### config.mk
export PLATFORM = sky130hd
export DESIGN_NAME = store_buffer_unit_flat
export DESIGN_NICKNAME = d
export VERILOG_FILES = /design/src/rtl/store_pkg.sv /design/src/rtl/store_buffer_unit_if.sv /design/src/rtl/store_lane_align.sv /design/src/rtl/store_buffer_unit.sv /design/src/flat_wrapper.sv
export SDC_FILE = /design/constraint.sdc
export NUM_CORES = 1
export LEC_CHECK = 0
export ABC_AREA = 1
export BUFFER_PORTS_ARGS = -buffer_cell sky130_fd_sc_hd__buf_2
export CORE_UTILIZATION = 45
export DETAILED_ROUTE_END_ITERATION = 12
export PLACE_DENSITY = 0.74
export REMOVE_ABC_BUFFERS = 1
export SYNTH_ARGS = -nofsm -noshare
export SYNTH_HDL_FRONTEND = slang
export SYNTH_SLANG_ARGS = --single-unit
### constraint.sdc
create_clock -name i_clk -period 9.55 [get_ports i_clk]
set_input_delay 0.4775 -clock i_clk [delete_from_list [all_inputs] [get_ports i_clk]]
set_output_delay 0.4775 -clock i_clk [all_outputs]
set_load 0.05 [all_outputs]
### src/rtl/store_pkg.sv
// Shared definitions for the store buffer: funct3 store encodings and
// the FIFO entry layout.
package store_pkg;

  localparam logic [2:0] F3_SB = 3'b000;
  localparam logic [2:0] F3_SH = 3'b001;
  localparam logic [2:0] F3_SW = 3'b010;

  typedef struct packed {
    logic [29:0] waddr;
    logic [31:0] wdata;
    logic [3:0]  bmask;
  } st_entry_t;

endpackage

### src/rtl/store_buffer_unit_if.sv
// Store buffer bus: MEM-stage store request, RAM drain port, load hit probe
// and status. The master side is the surrounding pipeline/RAM, the slave
// side is the store buffer itself.
interface store_buffer_unit_if;

  logic        i_st_valid;
  logic        o_st_ready;
  logic [31:0] i_addr;
  logic [31:0] i_wdata;
  logic [2:0]  i_funct3;
  logic        o_mem_valid;
  logic        i_mem_ready;
  logic [31:0] o_mem_addr;
  logic [31:0] o_mem_wdata;
  logic [3:0]  o_mem_bmask;
  logic [31:0] i_ld_addr;
  logic        o_ld_hit;
  logic        o_empty;
  logic        o_misaligned;

  modport master (
    output i_st_valid, i_addr, i_wdata, i_funct3, i_mem_ready, i_ld_addr,
    input  o_st_ready, o_mem_valid, o_mem_addr, o_mem_wdata, o_mem_bmask,
           o_ld_hit, o_empty, o_misaligned
  );

  modport slave (
    input  i_st_valid, i_addr, i_wdata, i_funct3, i_mem_ready, i_ld_addr,
    output o_st_ready, o_mem_valid, o_mem_addr, o_mem_wdata, o_mem_bmask,
           o_ld_hit, o_empty, o_misaligned
  );

endinterface

### src/rtl/store_lane_align.sv
// Store lane steering: places SB/SH/SW data on byte lanes and builds the
// byte mask. Optional macro STORE_MISALIGN_TRAP_EN enables the misaligned
// flag; without it the flag is constant 0.
module store_lane_align
  import store_pkg::*;
(
  input  logic [2:0]  funct3,
  input  logic [1:0]  addr_lo,
  input  logic [31:0] wdata,
  output logic [31:0] data,
  output logic [3:0]  bmask,
  output logic        op_ok,
  output logic        misaligned
);

  logic mis_raw;

  // Decode store size into lane data and byte enables
  always_comb begin
    data    = '0;
    bmask   = '0;
    op_ok   = 1'b0;
    mis_raw = 1'b0;
    case (funct3)
      F3_SB: begin
        data  = {4{wdata[7:0]}};
        bmask = 4'b0001 << addr_lo;
        op_ok = 1'b1;
      end
      F3_SH: begin
        data    = {2{wdata[15:0]}};
        bmask   = addr_lo[1] ? 4'b1100 : 4'b0011;
        op_ok   = 1'b1;
        mis_raw = addr_lo[0];
      end
      F3_SW: begin
        data    = wdata;
        bmask   = '1;
        op_ok   = 1'b1;
        mis_raw = |addr_lo;
      end
      default: ;
    endcase
  end

`ifdef STORE_MISALIGN_TRAP_EN
  assign misaligned = mis_raw;
`else
  logic unused_mis;
  assign unused_mis = mis_raw;
  assign misaligned = 1'b0;
`endif

endmodule

### src/rtl/store_buffer_unit.sv
// In-order store buffer: steers MEM-stage stores onto byte lanes, queues
// them in a DEPTH-entry FIFO, drains to data RAM over valid/ready and flags
// loads that hit a pending word. Optional macro STORE_MISALIGN_TRAP_EN
// drops misaligned SH/SW and pulses o_misaligned instead.
module store_buffer_unit
  import store_pkg::*;
#(
  parameter int unsigned DEPTH = 4
) (
  input  logic                 i_clk,
  input  logic                 i_reset,
  store_buffer_unit_if.slave   bus
);

  localparam int unsigned PW = $clog2(DEPTH);

  st_entry_t      fifo [DEPTH];
  logic [PW-1:0]  wr_ptr;
  logic [PW-1:0]  rd_ptr;
  logic [PW:0]    count;

  logic [31:0]    al_data;
  logic [3:0]     al_bmask;
  logic           al_ok;
  logic           al_mis;
  logic           push_acc;
  logic           queue;
  logic           pop;
  st_entry_t      head;

  store_lane_align u_align (
    .funct3     (bus.i_funct3),
    .addr_lo    (bus.i_addr[1:0]),
    .wdata      (bus.i_wdata),
    .data       (al_data),
    .bmask      (al_bmask),
    .op_ok      (al_ok),
    .misaligned (al_mis)
  );

  assign bus.o_st_ready  = (count != (PW+1)'(DEPTH));
  assign bus.o_mem_valid = (count != '0);
  assign bus.o_empty     = (count == '0);

  assign push_acc = bus.i_st_valid & bus.o_st_ready;
  assign queue    = push_acc & al_ok & ~al_mis;
  assign pop      = bus.o_mem_valid & bus.i_mem_ready;

  // Pointer and occupancy bookkeeping; reset discards all pending entries
  always_ff @(posedge i_clk) begin
    if (!i_reset) begin
      wr_ptr <= '0;
      rd_ptr <= '0;
      count  <= '0;
    end else begin
      if (queue) wr_ptr <= wr_ptr + 1'b1;
      if (pop)   rd_ptr <= rd_ptr + 1'b1;
      case ({queue, pop})
        2'b10:   count <= count + 1'b1;
        2'b01:   count <= count - 1'b1;
        default: ;
      endcase
    end
  end

  // Entry storage; contents need no reset since outputs are gated by count
  always_ff @(posedge i_clk) begin
    if (i_reset && queue) begin
      fifo[wr_ptr] <= '{waddr: bus.i_addr[31:2], wdata: al_data, bmask: al_bmask};
    end
  end

`ifdef STORE_MISALIGN_TRAP_EN
  // One-cycle pulse for a consumed misaligned store
  always_ff @(posedge i_clk) begin
    if (!i_reset) bus.o_misaligned <= 1'b0;
    else          bus.o_misaligned <= push_acc & al_mis;
  end
`else
  assign bus.o_misaligned = 1'b0;
`endif

  assign head            = fifo[rd_ptr];
  assign bus.o_mem_addr  = bus.o_mem_valid ? {head.waddr, 2'b00} : '0;
  assign bus.o_mem_wdata = bus.o_mem_valid ? head.wdata : '0;
  assign bus.o_mem_bmask = bus.o_mem_valid ? head.bmask : '0;

  // Slot i is occupied when its distance from rd_ptr is below count
  always_comb begin
    logic [PW-1:0] off;
    bus.o_ld_hit = 1'b0;
    off          = '0;
    for (int unsigned i = 0; i < DEPTH; i++) begin
      off = PW'(i) - rd_ptr;
      if (({1'b0, off} < count) && (fifo[i].waddr == bus.i_ld_addr[31:2]))
        bus.o_ld_hit = 1'b1;
    end
  end

  logic unused_ld;
  assign unused_ld = &{1'b0, bus.i_ld_addr[1:0]};

endmodule

### src/flat_wrapper.sv
// flat-port wrapper written by rule: the top's interface ports become plain ports
module store_buffer_unit_flat import store_pkg::*;
#(
  parameter int unsigned DEPTH = 4
)
  (i_clk, i_reset, bus_i_st_valid, bus_i_addr, bus_i_wdata, bus_i_funct3, bus_i_mem_ready, bus_i_ld_addr, bus_o_st_ready, bus_o_mem_valid, bus_o_mem_addr, bus_o_mem_wdata, bus_o_mem_bmask, bus_o_ld_hit, bus_o_empty, bus_o_misaligned);
  store_buffer_unit_if bus_i ();
  input  logic i_clk;
  input  logic i_reset;
  input wire logic [$bits(bus_i.i_st_valid)-1:0] bus_i_st_valid;
  input wire logic [$bits(bus_i.i_addr)-1:0] bus_i_addr;
  input wire logic [$bits(bus_i.i_wdata)-1:0] bus_i_wdata;
  input wire logic [$bits(bus_i.i_funct3)-1:0] bus_i_funct3;
  input wire logic [$bits(bus_i.i_mem_ready)-1:0] bus_i_mem_ready;
  input wire logic [$bits(bus_i.i_ld_addr)-1:0] bus_i_ld_addr;
  output wire logic [$bits(bus_i.o_st_ready)-1:0] bus_o_st_ready;
  output wire logic [$bits(bus_i.o_mem_valid)-1:0] bus_o_mem_valid;
  output wire logic [$bits(bus_i.o_mem_addr)-1:0] bus_o_mem_addr;
  output wire logic [$bits(bus_i.o_mem_wdata)-1:0] bus_o_mem_wdata;
  output wire logic [$bits(bus_i.o_mem_bmask)-1:0] bus_o_mem_bmask;
  output wire logic [$bits(bus_i.o_ld_hit)-1:0] bus_o_ld_hit;
  output wire logic [$bits(bus_i.o_empty)-1:0] bus_o_empty;
  output wire logic [$bits(bus_i.o_misaligned)-1:0] bus_o_misaligned;
  assign bus_i.i_st_valid = bus_i_st_valid;
  assign bus_i.i_addr = bus_i_addr;
  assign bus_i.i_wdata = bus_i_wdata;
  assign bus_i.i_funct3 = bus_i_funct3;
  assign bus_i.i_mem_ready = bus_i_mem_ready;
  assign bus_i.i_ld_addr = bus_i_ld_addr;
  assign bus_o_st_ready = bus_i.o_st_ready;
  assign bus_o_mem_valid = bus_i.o_mem_valid;
  assign bus_o_mem_addr = bus_i.o_mem_addr;
  assign bus_o_mem_wdata = bus_i.o_mem_wdata;
  assign bus_o_mem_bmask = bus_i.o_mem_bmask;
  assign bus_o_ld_hit = bus_i.o_ld_hit;
  assign bus_o_empty = bus_i.o_empty;
  assign bus_o_misaligned = bus_i.o_misaligned;
  store_buffer_unit #(.DEPTH(DEPTH)) u_core (.i_clk(i_clk), .i_reset(i_reset), .bus(bus_i));
endmodule
==> results of run 1 <==
## worst max-delay path by stage
stage                          startpoint             endpoint  slack [ns]  cells after the start
after floorplan                  register   bus_o_mem_addr[22]        3.99                      4
after global placement    bus_i_funct3[0]    u_core.fifo[3][0]        5.83                      9
after detailed placement  bus_i_funct3[0]   u_core.fifo[3][28]        5.77                      9
after CTS                        register  bus_o_mem_wdata[16]        5.60                      5
after global routing             register   bus_o_mem_wdata[0]        5.38                      5
final                            register   bus_o_mem_wdata[0]        5.60                      5
## logic make-up after synthesis
logic type      after synthesis  share of synthesized area, %
fa+ha+maj                    10                          1.02
other cells                   1                        0.0287
flops                       273                          62.1
xor+xnor                     43                          2.89
compound gates              303                          12.1
buf+inv                     191                          5.82
simple gates                533                          16.0
## where the power goes
group | switching [mW] | leakage [nW] | internal (mW)
logic | 1.36 | 3.20 | 0.374
clock network | 0.425 | 0.437 | 0.631
registers | 0.0568 | 2.48 | 1.35
## per-layer routing
metal / part of all wire, % / vias up
met5: 0.14 / -
met4: 2.9 / 6
met3: 9.2 / 69
met2: 48 / 492
met1: 40 / 4652
li1: - / 4838
## state kept, by name, indices dropped and copies added (netlist names), named ones only
| name | count |
|---|---|
| u_core.count | 3 |
| u_core.fifo | 264 |
| u_core.rd_ptr | 2 |
| u_core.wr_ptr | 2 |
## cell usage in the layout, fill, tap and decap left out, types with 3 or more instances in the layout
cell type and count:
a21oi_1 119, a22o_1 6, buf_2 170, buf_4 9, clkbuf_1 10, clkbuf_16 29
clkbuf_8 3, clkinv_1 4, clkinv_2 5, conb_1 3, dfxtp_1 7, edfxtp_1 264
ha_1 9, inv_1 127, inv_2 4, nand2_1 259, nand3_1 14, nor2_1 234
nor2_2 3, nor2_4 4, nor3_1 7, o211ai_1 16, o21ai_0 160, or2_2 6
xnor2_1 26, xor2_1 17
## per-stage QoR
| stage | cells | hold slack (ns) | instance area, um2 |
|---|---|---|---|
| floorplan | 1298 | 0.466 | 12800 |
| global placement | 1855 | 0.489 | 14200 |
| detailed placement | 1855 | 0.503 | 14200 |
| CTS | 1906 | 0.134 | 15100 |
| global route | 1906 | 0.139 | 15100 |
| finish | 1907 | 0.156 | 15100 |
## cell usage after synthesis (14+ instances only)
master | number | share of area, %
a21oi_1 | 119 | 4.6
buf_2 | 23 | 0.88
clkbuf_1 | 26 | 0.75
edfxtp_1 | 264 | 61
inv_1 | 128 | 3.7
nand2_1 | 259 | 7.4
nand3_1 | 14 | 0.54
nor2_1 | 238 | 6.8
o211ai_1 | 16 | 0.92
o21ai_0 | 160 | 6.1
xnor2_1 | 26 | 1.7
xor2_1 | 17 | 1.1
## critical path, delay by kind of cell (launching register included)
kind,cells,cell delay (ns)
buffers and inverters,3,1.77
AOI/OAI and AO/OA,2,0.50
DFF,1,0.57
## layout make-up
class                   instances  area [um2]  area share [%]
multi-input cells             892        4230            27.9
well taps                     378         473            3.13
inverters                     133         502            3.32
clock inverters                 9        90.1           0.595
clock buffers                  42         805            5.32
flip-flops and latches        273        8110            53.6
repair buffers                179         918            6.07
diodes                          1        2.50          0.0165
==> results by group, run 1 <==
Run status
  – Status: finished clean

Routing
  – Post-DR wirelength/cell: 17.3 um
  – Pre-Repair DR Iteration Count: 5
  – Number of DRC markers in iteration 0: 1037
  – Final ANT Viol Nets: 0
  – WL final: 33000 um
  – DR vias/cell: 5.27
  – DRC viols: 0
  – Via count: 10100

Critical path
  – Slack of the worst reg-to-reg path: 6.64 ns
  – Crit Path Class: register to output port
  – CP max stage delay: 0.76 ns
  – Slowest CP cell: inv_2
  – Crit path launch type: register
  – Worst reg2reg path depth: 8
  – Worst Path Max Fanout: 74
  – Critical Path RT: 9.07 ns
  – Crit path cell chain: inv_2, buf_4, o21ai_0, a21oi_1, buf_2
  – R2R Path End: u_core.fifo[3][1]
  – Crit. End Element: output port
  – Worst EP arrival: 3.47 ns
  – FF-to-FF Start: u_core.count[2]

STA
  – Unrepaired setup endpoints after global routing: no
  – Highest Clock Rate: 0.253 GHz
  – Final Cycle Share: 41.3%
  – Post-route worst setup slack: 5.60 ns
  – Setup TNS: 0 ns
  – Final-report hold violation count: 0
  – Minimum clock period: 3.95 ns
  – Slew at the pin closest to its max-slew limit: 1.07 ns
  – Final setup fails: 0
  – Final Max Tran Viols: 0
  – Clock skew: 0.00713 ns
  – Rel. slew slack: 28.7%

Clock tree
  – Clock Pin Slew Worst Setup and Hold Paths: 0.06 ns
  – Total CTS buffers: 28
  – Clk buf depth: 3
  – CTS tree: built
  – Hold-fix buffers, CTS: 0
  – Clk_lat worst skew: 0.54 ns
  – Post-CTS setup buffer count: 0
  – Root Buffer: clkbuf_16
  – Post-CTS Resized: 0
  – CTS H-tree depth: 1
  – Clock sink count: 273

Placement
  – Post-DP HPWL: 20700 um
  – DP Worst Slack: 5.77 ns
  – GPL Wtd Cong: 0.863
  – PortBufs: 170

Power
  – Worst vdd ir: 0.205 mV
  – Pwr Total: 4.20 mW
  – Power per cell area: 277 nW/um2
  – Pleak: 6.12 nW

Global routing
  – GRT Overall Usage: 22.0%
  – Routing usage on met1: 27.8%
  – Vias in the first global route: 9559
  – Initial antenna violation count: 4
  – Met3 Use GR: 4.53%
  – Gr busiest metal: met2
  – Largest net degree at the start of global routing: 75
  – Total gr overflow: 0
  – GR Util met2: 37.4%
  – First-pass GRT wire length: 49200 um

Yosys
  – Most used DFF post-synth: edfxtp_1
  – Synth async-reset ratio: 0%
  – Synth warnings: 0
  – Mapped Avg Cell Area: 9.64 um2
  – Seq cells post-synth: 273
  – Yosys cell types: 31
  – Gate Count Post-Synth: 1354
  – Sequential fraction of the synthesis area: 62.1%
  – Post-Syn Area: 13100 um2
  – EDFF count, synth: 264

Worst hold path
  – HP Start: bus_i_addr[30]
  – Hold endpoint: u_core.fifo[3][64]
  – Worst Hold Class: input port to register
  – WHS Path Cells: 1

Cells and area
  – Layout cells sized above 1: 15.9%
  – Fillers: 2448
  – Area Growth Syn to Fin: 15.9%
  – Final #Nets: 1620
  – Final Util: 53.7%

Die
  – Initial Utilization: 46.3%
  – Core ar.: 28200 um2
  – Ports: 176
  – Cell Rows: 61
  – Die Y: 172 um
  – Die width: 172 um
  – Die Area: 29700 um2

Run
  – Max-Cap Viols: 0
Note: power is estimated with default switching activity, not from simulation.
==> inputs of run 2 (changes only) <==
clock period = 3.9 ns   (was 9.55 ns; I/O delays follow)
==> run 2 against run 1 <==
Against the previous run: critical path depth increased by 6; die area did not move; clock-buffer cell count decreased by 10.
==> results by group, run 2 (synthesized netlist as in run 1, its figures left out) <==
Global routing
  – Total gr overflow: 0 (unchanged)
  – GRT Overall Usage: 22.1% (+0.088 points)
  – Vias in the first global route: 9393 (-1.7%)
  – First-pass GRT wire length: 49600 um (+0.81%)
  – Initial antenna violation count: 2 (-2)
  – Largest net degree at the start of global routing: 144 (+92%)

Critical path
  – Crit path cell chain: inv_1, ha_1, inv_1, nand3_1, nand2_1, nor3_1, nand2_1, nor2_1, nor2_1, nand2_1, buf_2
  – Critical Path RT: 3.70 ns (-5.37 ns)
  – Worst reg2reg path depth: 11 (+3)
  – Setup crit start: u_core.count[1]
  – CP max stage delay: 0.42 ns (-0.34 ns)
  – Worst path buffer plus inverter count: 3 (unchanged)
  – Crit Path Class: register to output port
  – Worst path depth: 11 (+6)
  – Slowest CP cell: dfxtp_1
  – CP endpoint: bus_o_ld_hit
  – Crit path launch type: register
  – Worst Path Max Fanout: 5 (-93%)
  – FF-to-FF Start: u_core.count[2]
  – Top delay family on crit path: simple AND/OR/NAND/NOR gates
  – CP most frequent cell: nand2_1
  – R2R Path End: u_core.count[2]
  – Slack of the worst reg-to-reg path: 1.68 ns (-4.96 ns)
  – Crit. End Element: output port
  – Worst EP arrival: 2.52 ns (-0.95 ns)

Die
  – Core ar.: 28200 um2 (unchanged)
  – Cell Rows: 61 (unchanged)
  – Initial Utilization: 46.3% (unchanged)
  – Ports: 176 (unchanged)
  – Die width: 172 um (unchanged)
  – Die Y: 172 um (unchanged)
  – Die Area: 29700 um2 (unchanged)

Power
  – Sw Pwr: 4.55 mW (+150%)
  – Sw frac: 44.3% (+0.35 points)
  – Power per cell area: 662 nW/um2 (+140%)
  – Comb pwr share: 42.8% (+1.4 points)
  – Pleak: 6.27 nW (+2.5%)
  – Clock network fraction of total power: 24.6% (-0.6 points)
  – Pwr Total: 10.3 mW (+140%)
  – Sequential power share: 32.6% (-0.8 points)
  – Worst vdd ir: 0.504 mV (+150%)
  – Int Pwr: 5.72 mW (+140%)

Cells and area
  – Max FFs per register: 264 (unchanged)
  – Largest regs: u_core.fifo x264, u_core.count x3
  – Layout Cells excl Fill: 1944 (+1.9%)
  – Most flops, register: u_core.fifo
  – Layout cells sized above 1: 15.7% (-0.17 points)
  – Most frequent cells in the layout: edfxtp_1 (264), nand2_1 (259), nor2_1 (234), buf_2 (170), o21ai_0 (160)
  – Commonest non-fill, non-tap cell in the layout: edfxtp_1
  – Final #Nets: 1656 (+2.2%)
  – Area Growth Syn to Fin: 18.8%

Routing
  – Final ANT Viol Nets: 0 (unchanged)
  – Post-DR wirelength/cell: 17.0 um (-1.5%)
  – Via count: 10100 (+0.72%)
  – Number of DRC markers in iteration 0: 976 (-5.9%)
  – DRC viols: 0 (unchanged)
  – WL final: 33100 um (+0.36%)
  – DR vias/cell: 5.21 (-1.2%)
  – Pre-Repair DR Iteration Count: 6 (+1)

STA
  – Final Cycle Share: 69.5%
  – Rel. slew slack: 32.6% (+4.0 points)
  – Min Hold Slack: 0.0245 ns (-0.131 ns)
  – Highest Clock Rate: 0.369 GHz
  – Unrepaired setup endpoints after global routing: no
  – Clock skew: 0.00969 ns (+0.00256 ns)
  – Final Max Tran Viols: 0 (unchanged)
  – Setup TNS: 0 ns (unchanged)
  – Final setup fails: 0 (unchanged)
  – Minimum clock period: 2.71 ns
  – Slew at the pin closest to its max-slew limit: 1.01 ns (-0.0593 ns)
  – Final-report hold violation count: 0 (unchanged)

Clock tree
  – Clock Pin Slew Worst Setup and Hold Paths: 0.06 ns (about the same)
  – Total CTS buffers: 27 (-3.6%)
  – CTS H-tree depth: 1 (unchanged)
  – Clk buf depth: 3 (unchanged)
  – Post-CTS Resized: 0 (unchanged)
  – Hold-fix buffers, CTS: 33 (+33)
  – Clk_lat worst skew: 0.53 ns (about the same)
  – Root Buffer: clkbuf_16
  – Post-CTS setup buffer count: 0 (unchanged)
  – CTS tree: built
  – Clock sink count: 273 (unchanged)

Run
  – Max-Cap Viols: 0 (unchanged)

Worst hold path
  – Worst Hold Class: input port to register

Placement
  – Post-DP HPWL: 20700 um (about the same)
  – GPL Wtd Cong: 0.868 (+0.57%)
  – PortBufs: 170 (unchanged)
  – Placed Instances: 1859 (+0.22%)

Run status
  – Status: finished clean
run 2: metal layers:
layer / GRT usage, % / share of wire [%]
met1: 29.1 / 41
met2: 37.3 / 47
met3: 3.52 / 9.5
met4: 6.89 / 2.4
met5: 0 / 0
run 2: how the worst min path moves through the flow:
stage | slack [ns] | start | cells after the start | endpoint
floorplan | 0.29 | bus_i_addr[2] | 0 | u_core.fifo[0][36]
global placement | 0.41 | bus_i_addr[28] | 1 | u_core.fifo[2][62]
detailed placement | 0.41 | bus_i_addr[28] | 1 | u_core.fifo[2][62]
CTS | 0.02 | bus_i_addr[1] | 2 | u_core.fifo[0][1]
global route | 0.03 | bus_i_mem_ready | 3 | u_core.rd_ptr[0]
finish | 0.02 | bus_i_mem_ready | 3 | register
run 2: metrics by stage:
step / setup WS (ns) / util, % / area [um2]
3_3_place_gp: 1.31 / 50.8 / 14300
6_report: 1.19 / 55.1 / 15500
5_1_grt: 0.951 / 55.0 / 15500
2_1_floorplan: -1.38 / - / 12800
4_1_cts: 1.18 / 55.0 / 15500
3_5_place_dp: 1.25 / 50.8 / 14300
run 2: area by class of cell:
class | count | area [um2]
Timing Repair Buffer | 216 | 1330
Clock buffer | 32 | 694
Inverter | 133 | 502
Fill cell | 2430 | 12700
Clock inverter | 18 | 160
Antenna cell | 2 | 5.00
Multi-Input combinational cell | 892 | 4230
Sequential cell | 273 | 8110
Tap cell | 378 | 473
run 2: worst register-to-register path: stages, from the launching register on:
cell and delay (ns):
dfxtp_1 0.43, inv_1 0.16, nor3_1 0.17, inv_1 0.10, nand3_4 0.11, ha_1 0.15
inv_1 0.07, fa_1 0.39, a21oi_1 0.15, o21ai_0 0.13, o21ai_0 0.20, a21oi_1 0.06
run 2: power by group through the flow:
| stage | combinational, mW | sequential, mW | clock, mW |
|---|---|---|---|
| floorplan | 2.96 | 3.55 | 0 |
| global placement | 4.29 | 3.41 | 0 |
| detailed placement | 4.36 | 3.41 | 0 |
| CTS | 4.41 | 3.35 | 2.56 |
| global route | 4.72 | 3.36 | 2.66 |
| finish | 4.39 | 3.35 | 2.52 |
